===== config.mk =====
export PLATFORM = sky130hd
export DESIGN_NAME = jk_bank_arbiter
export DESIGN_NICKNAME = d
export VERILOG_FILES = /design/src/rtl/jk_bank_arbiter.sv
export SDC_FILE = /design/constraint.sdc
export NUM_CORES = 1
export LEC_CHECK = 0
export CAP_MARGIN = 20
export CORE_ASPECT_RATIO = 0.7
export CORE_UTILIZATION = 45
export DETAILED_ROUTE_END_ITERATION = 16
export HOLD_SLACK_MARGIN = 0.02
export PLACE_DENSITY = 0.75
export SYNTH_ARGS = -nofsm -noshare
export SYNTH_HDL_FRONTEND = slang
export SYNTH_SLANG_ARGS = --single-unit

===== constraint.sdc =====
create_clock -name clk -period 2.2 [get_ports clk]
set_input_delay 0.22 -clock clk [delete_from_list [all_inputs] [get_ports clk]]
set_output_delay 0.22 -clock clk [all_outputs]
set_load 0.005 [all_outputs]

===== src/rtl/jk_bank_arbiter.sv =====
// ---------------------------------------------------------------------------
// jk_bank_arbiter
//
// Purpose:
//   Arbitrates two requesters that post JK commands (hold/clear/set/toggle)
//   against single bits of an internally owned flip-flop bank. Each command
//   runs a four-phase req/ack handshake: grant, one execute cycle, then ack
//   held until the winner drops its request. A 7-segment digit shows how
//   many bank bits are currently set.
//
// Configuration macro:
//   JK_ARB_RR_EN  defined   -> round-robin between simultaneous requesters
//                 undefined -> fixed priority, requester 0 wins ties
//
// Parameters:
//   N_BITS  bank width (2..8)
//   INIT    bank value loaded on reset
//   AW      address width, $clog2(N_BITS)
//
// Ports:
//   clk              rising-edge clock
//   rst              asynchronous active-high reset
//   req[1:0]         request per requester
//   op0/op1          JK code {J,K}: 00 hold, 01 clear, 10 set, 11 toggle
//   addr0/addr1      target bit index per requester
//   gnt[1:0]         one-hot grant (registered)
//   ack[1:0]         per-requester acknowledge (registered)
//   err              address out of range, valid while ack is high
//   q                bank state (registered)
//   display7Segment  active-low {g,f,e,d,c,b,a} showing popcount(q)
// ---------------------------------------------------------------------------
module jk_bank_arbiter #(
   parameter  int                N_BITS = 4,
   parameter  logic [N_BITS-1:0] INIT   = '0,
   localparam int                AW     = $clog2(N_BITS)
) (
   input  logic              clk,
   input  logic              rst,
   input  logic [1:0]        req,
   input  logic [1:0]        op0,
   input  logic [1:0]        op1,
   input  logic [AW-1:0]     addr0,
   input  logic [AW-1:0]     addr1,
   output logic [1:0]        gnt,
   output logic [1:0]        ack,
   output logic              err,
   output logic [N_BITS-1:0] q,
   output logic [6:0]        display7Segment
);

   typedef enum logic [1:0] {
      IDLE = 2'd0,
      EXEC = 2'd1,
      ACK  = 2'd2
   } state_t;

   state_t            state_q, state_d;
   logic [1:0]        gnt_q, gnt_d;
   logic [1:0]        ack_q, ack_d;
   logic              err_q, err_d;
   logic [N_BITS-1:0] bank_q, bank_d;
   logic              win_q, win_d;
   logic [1:0]        op_q, op_d;
   logic [AW-1:0]     addr_q, addr_d;
   logic [N_BITS-1:0] bit_mask;
   logic              sel;
   logic [3:0]        ones;

`ifdef JK_ARB_RR_EN
   logic              ptr_q, ptr_d;
`endif

   // Winner selection for the IDLE cycle. A lone request always wins; on a
   // tie either the round-robin pointer or requester 0 decides.
   always_comb begin
`ifdef JK_ARB_RR_EN
      if (req == 2'b11) begin
         sel = ptr_q;
      end else begin
         sel = req[1];
      end
`else
      sel = ~req[0];
`endif
   end

   // Next-state logic for the handshake sequencer and the bank. The bit mask
   // shifts out to zero for addresses beyond the bank, so an out-of-range
   // command can never touch q even before the err check.
   always_comb begin
      state_d  = state_q;
      gnt_d    = gnt_q;
      ack_d    = ack_q;
      err_d    = err_q;
      bank_d   = bank_q;
      win_d    = win_q;
      op_d     = op_q;
      addr_d   = addr_q;
`ifdef JK_ARB_RR_EN
      ptr_d    = ptr_q;
`endif
      bit_mask = N_BITS'(1) << addr_q;

      unique case (state_q)
         IDLE: begin
            if (req != 2'b00) begin
               win_d   = sel;
               op_d    = sel ? op1 : op0;
               addr_d  = sel ? addr1 : addr0;
               gnt_d   = sel ? 2'b10 : 2'b01;
               state_d = EXEC;
            end
         end
         EXEC: begin
            if (int'(addr_q) < N_BITS) begin
               unique case (op_q)
                  2'b01:   bank_d = bank_q & ~bit_mask;
                  2'b10:   bank_d = bank_q | bit_mask;
                  2'b11:   bank_d = bank_q ^ bit_mask;
                  default: bank_d = bank_q;
               endcase
            end else begin
               err_d = 1'b1;
            end
            ack_d   = win_q ? 2'b10 : 2'b01;
            state_d = ACK;
         end
         ACK: begin
            if (!req[win_q]) begin
               gnt_d   = 2'b00;
               ack_d   = 2'b00;
               err_d   = 1'b0;
`ifdef JK_ARB_RR_EN
               ptr_d   = ~win_q;
`endif
               state_d = IDLE;
            end
         end
         default: begin
            state_d = IDLE;
         end
      endcase
   end

   // All state lives here; reset wins in any state, so a command caught in
   // EXEC is dropped rather than applied.
   always_ff @(posedge clk or posedge rst) begin
      if (rst) begin
         state_q <= IDLE;
         gnt_q   <= 2'b00;
         ack_q   <= 2'b00;
         err_q   <= 1'b0;
         bank_q  <= INIT;
         win_q   <= 1'b0;
         op_q    <= 2'b00;
         addr_q  <= '0;
`ifdef JK_ARB_RR_EN
         ptr_q   <= 1'b0;
`endif
      end else begin
         state_q <= state_d;
         gnt_q   <= gnt_d;
         ack_q   <= ack_d;
         err_q   <= err_d;
         bank_q  <= bank_d;
         win_q   <= win_d;
         op_q    <= op_d;
         addr_q  <= addr_d;
`ifdef JK_ARB_RR_EN
         ptr_q   <= ptr_d;
`endif
      end
   end

   // Popcount of the bank decoded straight to active-low segments, with no
   // register stage so the digit tracks q in the same cycle.
   always_comb begin
      ones = 4'd0;
      for (int i = 0; i < N_BITS; i++) begin
         ones = ones + {3'b000, bank_q[i]};
      end
      unique case (ones)
         4'd0:    display7Segment = 7'b1000000;
         4'd1:    display7Segment = 7'b1111001;
         4'd2:    display7Segment = 7'b0100100;
         4'd3:    display7Segment = 7'b0110000;
         4'd4:    display7Segment = 7'b0011001;
         4'd5:    display7Segment = 7'b0010010;
         4'd6:    display7Segment = 7'b0000010;
         4'd7:    display7Segment = 7'b1111000;
         4'd8:    display7Segment = 7'b0000000;
         default: display7Segment = 7'b1111111;
      endcase
   end

   assign gnt = gnt_q;
   assign ack = ack_q;
   assign err = err_q;
   assign q   = bank_q;

endmodule


==> results of run 1 <==
==> sequential cells by signal (all words and copies together), names as in the netlist <==
name / count
addr_q: 2
op_q: 2
q: 4
gnt: 2
state_q: 2
win_q: 1
ack: 2
==> layer usage <==
metal,routed length (um),global-route usage,vias up
li1,-,-,543
met2,1300,0.323,26
met3,100,0.0480,7
met1,1200,0.252,511
met5,0,0,-
met4,22,0.0727,0
==> final cells by class <==
type                            count  area share
Timing Repair Buffer               33       0.184
Clock buffer                        4      0.0286
Sequential cell                    15       0.238
Tap cell                           34      0.0270
Multi-Input combinational cell    105       0.484
Inverter                           15      0.0374
==> report_power, final <==
part | switching [mW] | leakage [nW] | internal, mW
combinational | 1.11 | 0.540 | 1.34
sequential | 0.169 | 0.179 | 0.416
clock | 0.0990 | 0.0228 | 0.128
==> cell usage in the layout (no fill, tap or decap), types with 3 or more instances in the layout <==
cell             netlist  routed
buf_2                  3       6
nand3_1                7       7
inv_1                 15      14
mux2i_1                3       3
o21bai_1               3       3
buf_4                  2       5
nand2_1               22      22
ha_1                  16      13
nand2b_1               5       5
clkdlybuf4s50_1        0      19
o22ai_1                4       4
o21ai_0                6       6
a22o_1                 5       5
clkbuf_8               0       3
o21ai_1                4       4
o21a_1                 3       3
nor2_1                 4       4
dfrtp_1               15      15
a21oi_1                7       7
ha_4                   0       3
==> what timing repair did <==
action | 4_1_cts | 5_1_grt
gates cloned | 0 | 0
setup endpoints to repair | 7 | 7
setup buffers | 1 | 0
pin swaps | 5 | 4
gates resized for setup | 33 | 2
==> metrics by stage <==
stage	cells	power, mW
after floorplan	143	1.83
after global placement	201	2.76
after detailed placement	201	2.88
after CTS	206	3.25
after global routing	206	3.58
final	206	3.26
==> cell families after synthesis <==
| kind of cell | count (synthesis) | synth area share |
|---|---|---|
| AO/OA/AOI/OAI | 39 | 0.211 |
| other | 1 | 0.00311 |
| flip-flops | 15 | 0.311 |
| multiplexers | 3 | 0.0249 |
| buffers and inverters | 23 | 0.0932 |
| AND/OR/NAND/NOR | 44 | 0.167 |
| XOR/XNOR | 1 | 0.00726 |
| adder cells (fa/ha/maj) | 17 | 0.182 |
==> path summary, 6_finish.rpt <==
kind / start / endpoint / slack (ns) / depth (start not counted)
setup / recovery: q[0] / display7Segment[3] / -0.15 / 6
max in group asynchronous: rst / q[3] / 1.49 / 2
min in group clk: ack[0] / ack[0] / 0.51 / 2
hold reg to reg: ack[0] / ack[0] / 0.51 / 2
setup reg to reg: state_q[1] / gnt[1] / 0.63 / 5
hold / removal: rst / gnt[1] / 0.33 / 2
==> flow_summary_export.csv, run 1 <==
group,metric,value,unit
status,status,"complete, but fails checks",
status,violations,"negative setup slack",
timing,hold_slack,0.329,ns
clock_tree,cts_made_buffers,3,
finish,drive_gt1_frac,0.140,
clock_tree,cts.path.max_buffers,2,
yosys,synth_cells,143,
finish,nets,202,
timing,fin_crit,2.35,ns
die,die_width,63.9,um
yosys,syn_area,0.00121,mm2
placed_design,place_area,0.00150,mm2
worst_setup_path,slowest_stage,"fa_1",
detailed_routing,drc,0,
detailed_routing,via_per_inst,5.28,
flow_run,maxCapViolations,0,
yosys,ys_ff_latch,15,
worst_setup_path,critical_path_class,"flip-flop to output port",
die,io_pins,28,
yosys,synth_top_area_share,0.311,
clock_tree,clock_latency,0.25,ns
detailed_routing,drt_iter0_drc,35,
timing,slew_headroom,0.606,
worst_setup_path,path_cells,"fa_1 > ha_4 > ha_4 > ha_4 > mux2i_1 > buf_2",
timing,final.period_utilization,1.07,
die,core_area,0.00250,mm2
power_and_ir_drop,power_density,2070,mW/mm2
global_route,track_usage,0.196,
yosys,synth_most_common_cell,"nand2_1",
finish,area_growth,30.4,%
finish,multi_input_area,762,um2
die,initial_utilization,0.484,
yosys,synth_edf_count,0,
detailed_routing,antenna_left,0,
timing,hold_violations,0,
worst_setup_path,crit_buf_inv,1,
clock_tree,cts_hold_buf,0,
global_route,grt_pass1_wl,4230,um
timing,setup_ws,-0.148,ns
yosys,yosys.area.top_type,"dfrtp_1",
clock_tree,clk_pin_slew,0.06,ns
yosys,synthTopCellsByArea,"dfrtp_1 (31%), ha_1 (17%), nand2_1 (6.8%)",
worst_setup_path,slowest_delay,0.54,ns
worst_setup_path,critPathMaxFanout,2,
detailed_routing,vias,1087,
finish,num-fill-cells,208,
clock_tree,htree_levels,1,
finish,diodes,0,
timing,finClkSkew,0.000821,ns
hold_path,min-delay-path-class,"primary input to async pin",
placed_design,place_hpwl,2050,um
clock_tree,clock-sinks,15,
worst_setup_path,critical_path.top_delay_family,"adder cells",
worst_setup_path,end_kind,"output port",
finish,register_area,375,um2
yosys,synth-main-ff-cell,"dfrtp_1",
timing,setup_viol,5,
finish,fin_area,0.00157,mm2
global_route,grt_antenna_before_repair,0,
worst_setup_path,cp.required,1.98,ns
detailed_routing,wire_per_inst,12.7,um
placed_design,gp_congestion,0.911,
power_and_ir_drop,leakage,0.742,nW
timing,rsz0062_at_grt,"yes",
yosys,avgSynthCellArea,8.44,um2
timing,drv_slew,0,
yosys,seq_area_frac_synth,0.311,
yosys,ys_warn_count,0,
yosys,synth_nets,172,
power_and_ir_drop,vdd.ir_drop.worst,0.939,mV
finish,finish.utilization,0.631,
timing,worstMarginPinSlew,0.590,ns
yosys,synthArstFlopShare,1.00,
placed_design,io_buffers,26,
worst_setup_path,arrival,2.13,ns
global_route,gr-total-overflow,0,
yosys,synth_cell_type_count,32,
die,die_area,0.00290,mm2
yosys,synth_common_cells,"nand2_1 (22), ha_1 (16), dfrtp_1 (15), inv_1 (15)",
placed_design,place_ws,-0.432,ns
worst_setup_path,startpoint_type,"flip-flop",
timing,setup_tns,-0.518,ns
global_route,grt_max_degree,17,
die,die-height,45.3,um
global_route,grt_pass1_vias,964,
timing,fmax,426,MHz
detailed_routing,first_pass_iters,4,
clock_tree,cts_tree,"done",
worst_setup_path,path_common_cell,"ha_4",
detailed_routing,wl,2620,um
clock_tree,cts_root_buf,"clkbuf_8",
die,rows,15,
Note: power is estimated with default switching activity, not from simulation.
==> run 2: changes to the inputs <==
Settings changed: CORE_MARGIN from default to 1.5, GPL_TIMING_DRIVEN from default to 0.
==> run 2 against run 1 <==
The flow still finishes with violations (negative setup slack). Setup slack gained 0.017 ns. Clock-buffer cell count stayed put. Clock skew increased by 0.00086 ns. Sequential share of layout area decreased by 0.30 points. Critical path type unchanged. Register-to-register slack better by 0.04 ns. Die area rose by 3.8%. Utilization up 0.80 points. Wire length increased by 3.1%. Non-clock buffer count increased by 3. First-iteration DRC count increased by 31%.
==> flow_summary_export.csv, run 2 (synthesized netlist as in run 1, its figures left out) <==
group,metric,value,unit
placed_design,place_area,0.00151,mm2
flow_run,maxCapViolations,0,
finish,drive_gt1_frac,0.149,
global_route,gr-total-overflow,0,
placed_design,io_buffers,26,
detailed_routing,antenna_left,0,
finish,register_area,375,um2
global_route,grt_pass1_wl,4490,um
die,initial_utilization,0.484,
timing,hold_violations,0,
clock_tree,cts.path.max_buffers,2,
timing,setup_viol,5,
global_route,grt_pass1_vias,1043,
clock_tree,cts_root_buf,"clkbuf_8",
finish,fin_area,0.00159,mm2
detailed_routing,wl_met2,1330,um
detailed_routing,vias,1109,
finish,final_cell_mix,"nand2_1 (22), clkdlybuf4s50_1 (19), inv_1 (15), dfrtp_1 (15), ha_1 (13)",
detailed_routing,wl_met1,1230,um
timing,setup_ws,-0.132,ns
placed_design,place_ws,-0.475,ns
hold_path,min-delay-path-class,"primary input to async pin",
detailed_routing,drc,0,
timing,drv_slew,0,
timing,finClkSkew,0.00168,ns
worst_setup_path,cp.required,1.98,ns
detailed_routing,via_per_inst,5.31,
worst_setup_path,critPathMaxFanout,4,
status,violations,"negative setup slack",
placed_design,gp_congestion,0.927,
power_and_ir_drop,leakage,0.764,nW
clock_tree,htree_levels,1,
placed_design,dp_cells,203,
finish,num-fill-cells,215,
worst_setup_path,arrival,2.11,ns
die,die-height,46.3,um
power_and_ir_drop,vdd.ir_drop.worst,1.09,mV
timing,rsz0062_at_grt,"yes",
placed_design,place_hpwl,2130,um
die,die_area,0.00301,mm2
timing,final.period_utilization,1.06,
clock_tree,cts_made_buffers,3,
timing,worstMarginPinSlew,0.593,ns
clock_tree,clock_latency,0.25,ns
global_route,track_usage,0.201,
detailed_routing,wl,2700,um
worst_setup_path,critical_path_class,"flip-flop to output port",
finish,layout_commonest_cell,"nand2_1",
power_and_ir_drop,power_density,1970,mW/mm2
die,rows,15,
die,io_pins,28,
die,core_area,0.00250,mm2
detailed_routing,drt_iter0_drc,46,
global_route,grt_antenna_before_repair,0,
timing,slew_headroom,0.604,
clock_tree,cts_tree,"done",
timing,fin_crit,2.33,ns
clock_tree,cts_hold_buf,0,
worst_setup_path,reg2reg_depth,5,
worst_setup_path,startpoint_type,"flip-flop",
detailed_routing,met3_length,110,um
finish,multi_input_area,764,um2
global_route,grt_max_degree,16,
finish,layout.cells.non_filler,209,
finish,area_growth,32.0,%
status,status,"complete, but fails checks",
worst_setup_path,end_kind,"output port",
detailed_routing,wire_per_inst,12.9,um
finish,largest_register_ffs,4,
finish,diodes,0,
clock_tree,clk_pin_slew,0.06,ns
finish,nets,205,
clock_tree,clock-sinks,15,
detailed_routing,maxUsedRoutingLayer,"met4",
die,die_width,64.9,um
detailed_routing,first_pass_iters,4,
timing,fmax,429,MHz
==> run 2: routing by layer <==
layer,GRT usage,vias to the layer above
met2,0.355,30
met3,0.0416,4
met5,0,-
met1,0.250,524
met4,0.0681,0
li1,-,551
==> run 2: final timing paths <==
check,start,endpoint,slack (ns)
min,rst,gnt[1],0.33
max in group asynchronous,rst,op_q[0],1.48
min reg2reg,ack[0],ack[0],0.50
min in group clk,ack[0],ack[0],0.50
max reg2reg,addr_q[1],q[0],0.67
max,q[0],display7Segment[3],-0.13
==> run 2: final cells by class <==
cell class              count  area share
clock buffers               4      0.0283
plain buffers               7      0.0330
repair buffers             29       0.162
flip-flops and latches     15       0.235
multi-input cells         105       0.480
inverters                  15      0.0353
well taps                  34      0.0267
==> run 2: critical path: stages (launching register included) <==
cell,delay (ns)
dfrtp_1,0.40
fa_1,0.53
ha_4,0.20
ha_4,0.29
ha_4,0.19
mux2i_1,0.12
buf_2,0.13
==> run 2: power by group <==
part	internal, mW	switching, mW
Combinational	1.28	1.09
Sequential	0.417	0.132
Clock	0.128	0.0979
Total	1.82	1.32
==> run 2: per-stage QoR <==
step | setup TNS [ns] | utilization | total power [mW] | hold slack, ns
3_3_place_gp | -1.65 | 0.605 | 2.67 | 0.490
4_1_cts | -0.570 | 0.634 | 3.11 | 0.353
5_1_grt | -0.736 | 0.639 | 3.45 | 0.408
6_report | -0.418 | 0.639 | 3.14 | 0.334
2_1_floorplan | 0 | - | 1.83 | 0.121
3_5_place_dp | -2.04 | 0.605 | 2.79 | 0.485
==> run 2: timing repair <==
item / CTS / global route
buffers inserted: 2 / 1
cloned: 0 / 0
pin swaps: 5 / 5
endpoints found under the setup margin: 7 / 6
resized for setup: 25 / 4
==> run 3: changes to the inputs <==
Settings changed: SETUP_SLACK_MARGIN from default to 0.2.
==> run 3 against run 2 <==
Highest routed layer unchanged. Largest power group unchanged. The run still ends with negative setup slack left. Power grew 1.1%. First-iteration DRC count grew 26%. Clock-buffer cell count is the same. Critical endpoint unchanged.
==> flow_summary_export.csv, run 3 (synthesized netlist as in run 1, its figures left out) <==
group,metric,value,unit
finish,final_cell_mix,"nand2_1 (22), clkdlybuf4s50_1 (19), inv_1 (14), dfrtp_1 (14), ha_1 (12)",
hold_path,min-delay-path-class,"primary input to async pin",
clock_tree,clock-sinks,15,
clock_tree,cts_made_buffers,3,
worst_setup_path,critPathMaxFanout,4,
worst_setup_path,critical_path.top_delay_family,"adder cells",
clock_tree,htree_levels,1,
timing,final.period_utilization,1.07,
timing,rsz0062_at_grt,"yes",
flow_run,maxCapViolations,0,
worst_setup_path,path_common_cell,"ha_4",
worst_setup_path,slowest_delay,0.54,ns
clock_tree,cts.path.max_buffers,2,
finish,largest_register_ffs,4,
placed_design,place_hpwl,2190,um
die,initial_utilization,0.484,
finish,layout_commonest_cell,"nand2_1",
global_route,track_usage,0.204,
finish,drive_gt1_frac,0.172,
detailed_routing,drt_iter0_drc,58,
global_route,grt_max_degree,16,
clock_tree,cts_root_buf,"clkbuf_8",
power_and_ir_drop,leakage,0.753,nW
timing,fmax,427,MHz
clock_tree,cts_tree,"done",
finish,nets,204,
finish,diodes,0,
power_and_ir_drop,p_total,3.18,mW
global_route,gr-total-overflow,0,
power_and_ir_drop,vdd.ir_drop.worst,1.66,mV
detailed_routing,first_pass_iters,4,
worst_setup_path,end_kind,"output port",
finish,fin_area,0.00159,mm2
finish,area_growth,31.9,%
die,die_area,0.00301,mm2
worst_setup_path,crit_buf_inv,1,
detailed_routing,drc,0,
die,core_area,0.00250,mm2
timing,finClkSkew,0.00487,ns
timing,drv_slew,0,
die,rows,15,
worst_setup_path,path_cells,"fa_1 > ha_4 > ha_4 > ha_4 > mux2i_1 > buf_2",
status,violations,"negative setup slack",
global_route,grt_pass1_vias,1028,
timing,hold_violations,0,
global_route,grt_antenna_before_repair,0,
worst_setup_path,startpoint_type,"flip-flop",
worst_setup_path,arrival,2.12,ns
timing,setup_viol,4,
worst_setup_path,slowest_stage,"fa_1",
die,die_width,64.9,um
timing,worstMarginPinSlew,0.589,ns
clock_tree,clock_latency,0.25,ns
placed_design,place_area,0.00154,mm2
detailed_routing,via_per_inst,5.29,
status,status,"complete, but fails checks",
timing,setup_ws,-0.145,ns
placed_design,gp_congestion,0.861,
die,die-height,46.3,um
placed_design,io_buffers,26,
clock_tree,cts_hold_buf,0,
power_and_ir_drop,power_density,2000,mW/mm2
detailed_routing,vias,1101,
detailed_routing,antenna_left,0,
worst_setup_path,critical_path_class,"flip-flop to output port",
detailed_routing,wl,2820,um
timing,slew_headroom,0.607,
die,io_pins,28,
worst_setup_path,cp.required,1.98,ns
detailed_routing,wire_per_inst,13.6,um
timing,fin_crit,2.34,ns
clock_tree,clk_pin_slew,0.06,ns
global_route,grt_pass1_wl,4570,um
[run 3: power breakdown]
| part | internal, mW | leakage [nW] | switching, mW |
|---|---|---|---|
| combinational | 1.28 | 0.552 | 1.10 |
| clock | 0.128 | 0.0228 | 0.0992 |
| sequential | 0.418 | 0.178 | 0.147 |
[run 3: cell type report]
cell class | instances | area, um2
multi-input combinational | 105 | 767
fill | 213 | 903
sequential | 15 | 377
tap | 34 | 42.5
buffer | 7 | 52.6
timing repair buffer | 28 | 253
clock buffer | 4 | 45.0
inverter | 15 | 56.3
[run 3: worst paths after layout]
path / start / endpoint / slack (ns) / depth (start not counted)
setup / recovery: q[3] / display7Segment[3] / -0.14 / 6
hold / removal: rst / op_q[0] / 0.33 / 2
setup reg to reg: addr_q[1] / q[0] / 0.62 / 5
hold reg to reg: gnt[0] / gnt[0] / 0.51 / 1
max in group asynchronous: rst / q[1] / 1.45 / 2
min in group clk: gnt[0] / gnt[0] / 0.51 / 1
[run 3: per-layer routing]
layer / global-route usage / vias up / part of all wire
met2: 0.357 / 39 / 0.49
li1: - / 545 / -
met3: 0.0513 / 2 / 0.060
met4: 0.0468 / 0 / 0.0021
met1: 0.260 / 515 / 0.45
met5: 0 / - / 0
[run 3: per-stage QoR]
stage	util	setup WS, ns	setup TNS (ns)	hold WS [ns]	cells
final	0.638	-0.145	-0.373	0.333	208
after global routing	0.638	-0.250	-0.774	0.420	208
after global placement	0.616	-0.287	-1.43	0.490	203
after CTS	0.635	-0.193	-0.579	0.369	208
after floorplan	-	0.242	0	0.121	143
after detailed placement	0.616	-0.332	-1.77	0.500	203
[run 3: timing repair]
action                     4_1_cts  5_1_grt
setup endpoints to repair        7        7
gates resized for setup         35        2
setup buffers                    2        0
pin swaps                        7        4
hold endpoints to repair         0        0
